## config.mk

```make
export PLATFORM = sky130hd
export DESIGN_NAME = log_unit
export DESIGN_NICKNAME = d
export VERILOG_FILES = /design/src/rtl/log_unit.sv
export SDC_FILE = /design/constraint.sdc
export NUM_CORES = 1
export LEC_CHECK = 0
export ABC_CLOCK_PERIOD_IN_PS = 4600
export CORE_UTILIZATION = 52
export CTS_CLUSTER_DIAMETER = 40
export DETAILED_ROUTE_END_ITERATION = 10
export PLACE_DENSITY = 0.75
export SLEW_MARGIN = 20
export SYNTH_ARGS = -nofsm -noshare
export SYNTH_HDL_FRONTEND = slang
export SYNTH_SLANG_ARGS = --single-unit
```

## constraint.sdc

```tcl
create_clock -name clk -period 4.6 [get_ports clk]
set_clock_uncertainty 0.2 [all_clocks]
set_input_delay 1.15 -clock clk [delete_from_list [all_inputs] [get_ports clk]]
set_output_delay 1.15 -clock clk [all_outputs]
set_load 0.03 [all_outputs]
```

## src/rtl/log_unit.sv

```systemverilog
//-----------------------------------------------------------------------------
// Module   : log_unit
// Function : Iterative integer logarithm for the calculator datapath.
//            Given value and base, finds the largest exponent e with
//            base^e <= value, plus residue = value - base^e and an exact
//            flag. Start/busy/done handshake toward the operation sequencer.
// Options  : LOG_CEIL_EN - when defined, exponent reports the ceiling of the
//            logarithm (residue and exact remain relative to the floor).
// Revision : 1.0 - initial release
//-----------------------------------------------------------------------------
`default_nettype none

module log_unit #(
  parameter int W_VAL  = 8,
  parameter int W_BASE = 4,
  parameter int W_EXP  = 4
) (
  input  logic              clk,
  input  logic              rst_n,
  input  logic              start_i,
  input  logic [W_VAL-1:0]  value_i,
  input  logic [W_BASE-1:0] base_i,
  output logic              busy_o,
  output logic              done_o,
  output logic [W_EXP-1:0]  exponent_o,
  output logic [W_VAL-1:0]  residue_o,
  output logic              exact_o,
  output logic              err_o
);

  // Product width holds acc*base without truncation, so an overflowing
  // candidate power is always seen as larger than value.
  localparam int W_PROD = W_VAL + W_BASE;

  localparam logic [1:0] S_IDLE = 2'd0;
  localparam logic [1:0] S_CALC = 2'd1;
  localparam logic [1:0] S_DONE = 2'd2;

  logic [1:0]        state_q,    state_d;
  logic [W_VAL-1:0]  value_q,    value_d;
  logic [W_BASE-1:0] base_q,     base_d;
  logic [W_VAL-1:0]  acc_q,      acc_d;
  logic [W_EXP-1:0]  cnt_q,      cnt_d;
  logic              busy_q,     busy_d;
  logic              done_q,     done_d;
  logic [W_EXP-1:0]  exponent_q, exponent_d;
  logic [W_VAL-1:0]  residue_q,  residue_d;
  logic              exact_q,    exact_d;
  logic              err_q,      err_d;

  logic [W_PROD-1:0] prod;
  logic              prod_fits;
  logic              operands_bad;
  logic              acc_exact;
  logic [W_EXP-1:0]  exp_result;

  // Candidate next power and its comparison against the captured operand.
  always_comb begin
    prod         = {{W_BASE{1'b0}}, acc_q} * {{W_VAL{1'b0}}, base_q};
    prod_fits    = (prod <= {{W_BASE{1'b0}}, value_q});
    operands_bad = (base_i < W_BASE'(2)) || (value_i == '0);
    acc_exact    = (acc_q == value_q);
  end

  // Exponent reported at completion: floor, or ceiling when the option is built in.
  always_comb begin
`ifdef LOG_CEIL_EN
    exp_result = acc_exact ? cnt_q : (cnt_q + W_EXP'(1));
`else
    exp_result = cnt_q;
`endif
  end

  // Sequencer: operand capture, repeated multiply, result latching.
  always_comb begin
    state_d    = state_q;
    value_d    = value_q;
    base_d     = base_q;
    acc_d      = acc_q;
    cnt_d      = cnt_q;
    exponent_d = exponent_q;
    residue_d  = residue_q;
    exact_d    = exact_q;
    err_d      = err_q;

    case (state_q)
      S_IDLE: begin
        if (start_i) begin
          value_d = value_i;
          base_d  = base_i;
          if (operands_bad) begin
            // Illegal operands finish immediately with the value as residue.
            err_d      = 1'b1;
            exponent_d = '0;
            residue_d  = value_i;
            exact_d    = 1'b0;
            state_d    = S_DONE;
          end else begin
            err_d   = 1'b0;
            acc_d   = W_VAL'(1);
            cnt_d   = '0;
            state_d = S_CALC;
          end
        end
      end

      S_CALC: begin
        if (prod_fits) begin
          // prod <= value, so the low W_VAL bits hold it exactly.
          acc_d = prod[W_VAL-1:0];
          cnt_d = cnt_q + W_EXP'(1);
        end else begin
          exponent_d = exp_result;
          residue_d  = value_q - acc_q;
          exact_d    = acc_exact;
          state_d    = S_DONE;
        end
      end

      S_DONE: begin
        state_d = S_IDLE;
      end

      default: begin
        state_d = S_IDLE;
      end
    endcase
  end

  // Handshake outputs are registered straight from the next state.
  always_comb begin
    busy_d = (state_d == S_CALC);
    done_d = (state_d == S_DONE);
  end

  // State and result registers with asynchronous reset.
  always_ff @(posedge clk or negedge rst_n) begin
    if (!rst_n) begin
      state_q    <= S_IDLE;
      value_q    <= '0;
      base_q     <= '0;
      acc_q      <= '0;
      cnt_q      <= '0;
      busy_q     <= 1'b0;
      done_q     <= 1'b0;
      exponent_q <= '0;
      residue_q  <= '0;
      exact_q    <= 1'b0;
      err_q      <= 1'b0;
    end else begin
      state_q    <= state_d;
      value_q    <= value_d;
      base_q     <= base_d;
      acc_q      <= acc_d;
      cnt_q      <= cnt_d;
      busy_q     <= busy_d;
      done_q     <= done_d;
      exponent_q <= exponent_d;
      residue_q  <= residue_d;
      exact_q    <= exact_d;
      err_q      <= err_d;
    end
  end

  assign busy_o     = busy_q;
  assign done_o     = done_q;
  assign exponent_o = exponent_q;
  assign residue_o  = residue_q;
  assign exact_o    = exact_q;
  assign err_o      = err_q;

endmodule

`default_nettype wire

```

After elaboration in Yosys (flattened, before gate mapping)

Cells that the tools add are included.

Logic and storage cells: 57
ROM bits: 0
Memories kept: 0
Bits in writable memories: 0
Bits in registers: 42
Input bits: 15
Output and inout port bits: 16
Latch bits: 0

Order comparisons: 2
Multiplexer cells: 25
Bitwise operators: 0
Reductions and logical operators: 7
$add $sub $neg: 2
Div/mod/pow operators: 0
$mul: 1
Equality and inequality tests: 9
Shifts and indexed selects: 0

Operator list:

| operator            | number |
|---|---|
| $mux 8              | 6 |
| $pmux 8 s2          | 2 |
| $mux 4              | 6 |
| $pmux 4 s2          | 2 |
| $le 12x8->1         | 1 |
| $mul 8x4->12        | 1 |
| $ne 2x2->1 const B  | 5 |
| $eq 8x8->1          | 1 |
| $logic_not 8->1     | 1 |
| $reduce_and 4->1    | 2 |
| $sub 8x8->8         | 1 |
| $mux 2              | 3 |
| $add 4x1->4 const B | 1 |
| $eq 2x1->1 const B  | 2 |
| $lt 4x2->1 const B  | 1 |
| $mux 1              | 4 |
| $pmux 2 s2          | 1 |
| $eq 2x2->1 const B  | 1 |
| $logic_not 2->1     | 1 |
| $pmux 1 s2          | 1 |
| $reduce_and 2->1    | 1 |
| $reduce_bool 2->1   | 1 |
| $logic_or 1x1->1    | 1 |

Depth between registers and ports, before layout

Depth after elaboration: 6
Mapped depth: 20

Worst setup path after synthesis

Ideal clock, no wire load.

Path type: register to register
Start point: reg base_q[3]
End point: reg residue_q[0], in the netlist residue_o[0]
Path buffers: 0
Data required time: 4.274 ns
Data arrival time: 4.235 ns
Path slack: 0.039 ns
Stages on the path, launching flop included: 20
Cells stage by stage: dfrtp_1 -> and2_1 -> fa_1 -> inv_1 -> fa_1 -> inv_1 -> ha_1 -> o21ai_0 -> o21bai_1 -> a21oi_1 -> xnor2_1 -> ha_1 -> nand2_1 -> nor2_1 -> a21oi_1 -> a31oi_1 -> a211oi_2 -> a311oi_1 -> nor2_2 -> a221o_1

Longest elaborated chain between the ends: 4

RTL lines:

| item                       | RTL line | text |
|---|---|---|
| from (decl)                | 41       | `logic [W_BASE-1:0] base_q, base_d;` |
| from (signal assigned)     | 153      | `base_q <= base_d;` |
| $mul 8x4->12               | 59       | `prod = {{W_BASE{1'b0}}, acc_q} * {{W_VAL{1'b0}}, base_q};` |
| $le 12x8->1                | 60       | `prod_fits = (prod <= {{W_BASE{1'b0}}, value_q});` |
| $ne 2x2->1 (no line)       | --       |  |
| $reduce_and 4->1 (no line) | --       |  |
| to (signal assigned)       | 159      | `residue_q <= residue_d;` |
| to (decl)                  | 47       | `logic [W_VAL-1:0] residue_q, residue_d;` |

Every way passes these cells.
A chain may end at the register's enable or synchronous reset.

Worst setup path after layout

Start point: reg acc_q[2]
End point: reg residue_q[0], in the netlist residue_o[0]

Longest elaborated chain between the ends: 4

RTL lines:

| item                       | RTL line | text |
|---|---|---|
| from (decl)                | 42       | `logic [W_VAL-1:0] acc_q, acc_d;` |
| from (signal assigned)     | 142      | `acc_q <= '0;` |
| from (signal assigned)     | 154      | `acc_q <= acc_d;` |
| $mul 8x4->12               | 59       |  |
| $le 12x8->1                | 60       |  |
| $ne 2x2->1 (no line)       | --       |  |
| $reduce_and 4->1 (no line) | --       |  |

Every way passes these cells.

==> run summary <==
FF-to-FF Start: acc_q[2]
CTS tree: yes
# IOs: 31
Unrepaired setup endpoints after global routing: true
GR Layer Usage met3: 4.23%
Row count: 27
Netlist cell types: 47
H-tree depth: 2
EDFF count, synth: 0
Logic pwr share: 74.1%
Placer congestion estimate: 0.882
Max cap viols: 0
Die Y: 79.9 um
Vias per cell: 5.56
PwrDens: 833 nW/um^2
Buf/Inv on CP: 4
Drt drc: 0
M2 GR Usage: 46.0%
Worst-path cell chain: and2_4, fa_1, inv_1, fa_1, inv_2, ha_4, a211oi_4, o21bai_1, a21oi_1, xnor2_1, ha_1, a21oi_2, o21ai_1, a21oi_2, a31oi_2, a211oi_4, buf_4, a311oi_4, buf_4, nor2b_4, a221o_1
CTS clk-pin slew, worst paths: 90 ps
Vias in the first global route: 2790
Post-Layout Cell Count: 491
Synth Area in Compound Gates: 15.4%
Largest family of logic cells by synthesized area: adder cells
Critical Path Source: acc_q[2]
Syn_nets: 405
Synth Cell Area: 3150 um^2
CP arrival: 4680 ps
Critical-path maximum fanout: 4
FMAX: 214 MHz
Hold-critical path endpoint: exponent_o[3]
Worst-Margin Slew: 699 ps
Pre-antenna DRT Iters: 4
Critical path startpoint category: flop
Slowest cell delay on critical path: 500 ps
Int Pwr: 1900 uW
Commonest non-fill, non-tap cell in the layout: nand2_1
Root Driver: clkbuf_8
Total power: 3500 uW
Violated checks: negative setup slack
# setup viols final: 14
Synth top area cells: dfrtp_1 (33%), ha_1 (13%), fa_1 (8.3%), inv_1 (5.4%), nand2_1 (5.1%)
Pins Over Slew Limit: 0
Crit Reg-Reg Endpoint: residue_o[0]
Critical path endpoint category: flop
Post-Place Worst Slack: -506 ps
Met1 GRT Util: 37.3%
Reg2reg path depth: 21
Global Route Usage Sum: 27.9%
Yosys reg bits: 42
Buffers on Ports: 30
Tmin final: 4680 ps
Seq/Total Area, Yosys: 33.3%
Cells after DPL: 471
R2r setup slk: -80 ps
Worst hold stages: 2
Mux share of post-synthesis cell area: 2.14%
Status: complete, but fails checks
Clock buffer depth: 2
Cts bufs inserted: 5
Initial antenna violation count: 0
First DRT Iteration DRCs: 96
Layout cells sized above 1: 25.8%
Grt peak-use layer: met2
Final Worst Setup Slack: -76.2 ps
Adder-cell area share of the yosys netlist: 21.0%
Min-Delay Startpoint: cnt_q[3]
Fraction of registers with async set/reset: 100%
Sw Ratio: 45.9%
Via Count: 2731
Post-synthesis simple-gate area fraction: 17.4%
Pin count of the biggest net entering global routing: 43
Slowest cell on the critical path: fa_1
Final hold viol count: 0
Main flop type after synthesis: dfrtp_1
Core area: 5680 um^2
Final ANT Viol Nets: 0
Final net count: 478
Clock share of power: 7.4%
Most frequent cells in the layout: nand2_1 (42), inv_1 (41), dfrtp_1 (41), buf_4 (38), clkdlybuf4s50_1 (29)
Syn Area/Cell: 9.14 um^2
Total global routing overflow: 0
Area Growth Syn to Fin: 33.3%
DR WL/cell: 16.6 um
Post-Route WL: 8160 um
CP Class: reg -> reg
Static Leak: 0.00197 uW
Chip Width: 79.9 um
Diodes inserted: 0
Post-DP HPWL: 5880 um
Final Util: 74.1%
Synth Area in XOR/XNOR: 4.17%
Die area: 6380 um^2
Starting Density: 55.6%
Yosys warns: 0
Top Family by Delay on Critical Path: compound AO/OA/AOI/OAI gates
Synth Instances: 345
Sequential share of power: 18.5%
Worst skew pair latency: 310 ps
Final Cycle Share: 102%
Final TNS setup: -526 ps
Clock sinks: 42
P_sw: 1610 uW
Worst VDD drop: 0.708 mV
CP Data Required Time: 4600 ps
Slew headroom: 53.2%
Top-area cell type share of the netlist area: 33.3%
Min-Delay Path Class: reg -> reg
Dominant cell type by area after synthesis: dfrtp_1
Global-route wire length before repair: 13400 um
-- final cells by class --
class / count / area, um^2
fill: 401 / 1470
timing repair buffer: 75 / 668
tap: 72 / 90.1
multi-input combinational: 249 / 2130
clock inverter: 3 / 23.8
clock buffer: 5 / 68.8
sequential: 42 / 1050
inverter: 45 / 169
-- power by group through the flow --
stage	Clock, uW	Sequential [uW]	Combinational [uW]
after floorplan	0	726	1220
after global placement	0	638	1980
after detailed placement	0	642	2030
after CTS	261	637	2370
after global routing	279	663	2820
final	260	647	2590
-- worst min-delay path: stages (launching register included) --
cell     delay, ps
dfrtp_1        360
nand2_1         50
o21ai_0         60
-- registers in the layout (all words and copies together) (netlist names) --
register,cells
done_o,1
acc_q,8
cnt_q,4
state_q,2
busy_o,1
base_q,4
residue_o,8
err_o,1
value_q,8
exact_o,1
exponent_o,4
-- how the worst max path moves through the flow --
| stage | end | slack (ps) | depth (start not counted) |
|---|---|---|---|
| finish | residue_o[0] | -80 | 21 |
| CTS | acc_q[4] | -60 | 19 |
| detailed placement | residue_o[7] | -510 | 18 |
| floorplan | residue_o[0] | 40 | 19 |
| global route | acc_q[4] | -260 | 20 |
| global placement | residue_o[7] | -180 | 18 |
-- synth_stat cells (3+ instances only) --
cell and number:
inv_1 45, nand2_1 43, dfrtp_1 42, ha_1 32
o21ai_0 22, and2_1 20, a21oi_1 15, fa_1 13
nand3_1 12, xnor2_1 10, nor2_1 9, nor2b_1 7
mux2_2 6, a221o_1 5, xor2_1 5, clkbuf_1 4
nand2b_1 4, nor3_1 4, o21a_1 4, a21boi_0 3
a21o_1 3, and3_1 3, buf_2 3, o221ai_1 3
-- stage by stage --
step | hold slack, ps | instance area (um^2)
floorplan | 250 | 3150
detailed placement | 275 | 3750
global placement | 262 | 3750
finish | 305 | 4200
global route | 332 | 4200
CTS | 298 | 4070
-- routing by layer --
| metal | share of wire [%] | vias up |
|---|---|---|
| li1 | - | 1314 |
| met1 | 45 | 1337 |
| met2 | 49 | 65 |
| met3 | 3.9 | 15 |
| met4 | 2.1 | 0 |
| met5 | 0 | - |
-- cell families after synthesis --
| family | after synthesis |
|---|---|
| compound gates | 72 |
| mux | 6 |
| fa+ha+maj | 45 |
| xor+xnor | 15 |
| flops | 42 |
| buf+inv | 54 |
| simple gates | 111 |
-- timing repair --
item                       CTS  global route
pin swaps                   31             8
hold buffers                 0             0
setup endpoints to repair   29            29
gates resized for setup     34            28
cloned                       1             0
buffers inserted             9             1
Power figures use the tool's default switching activity.
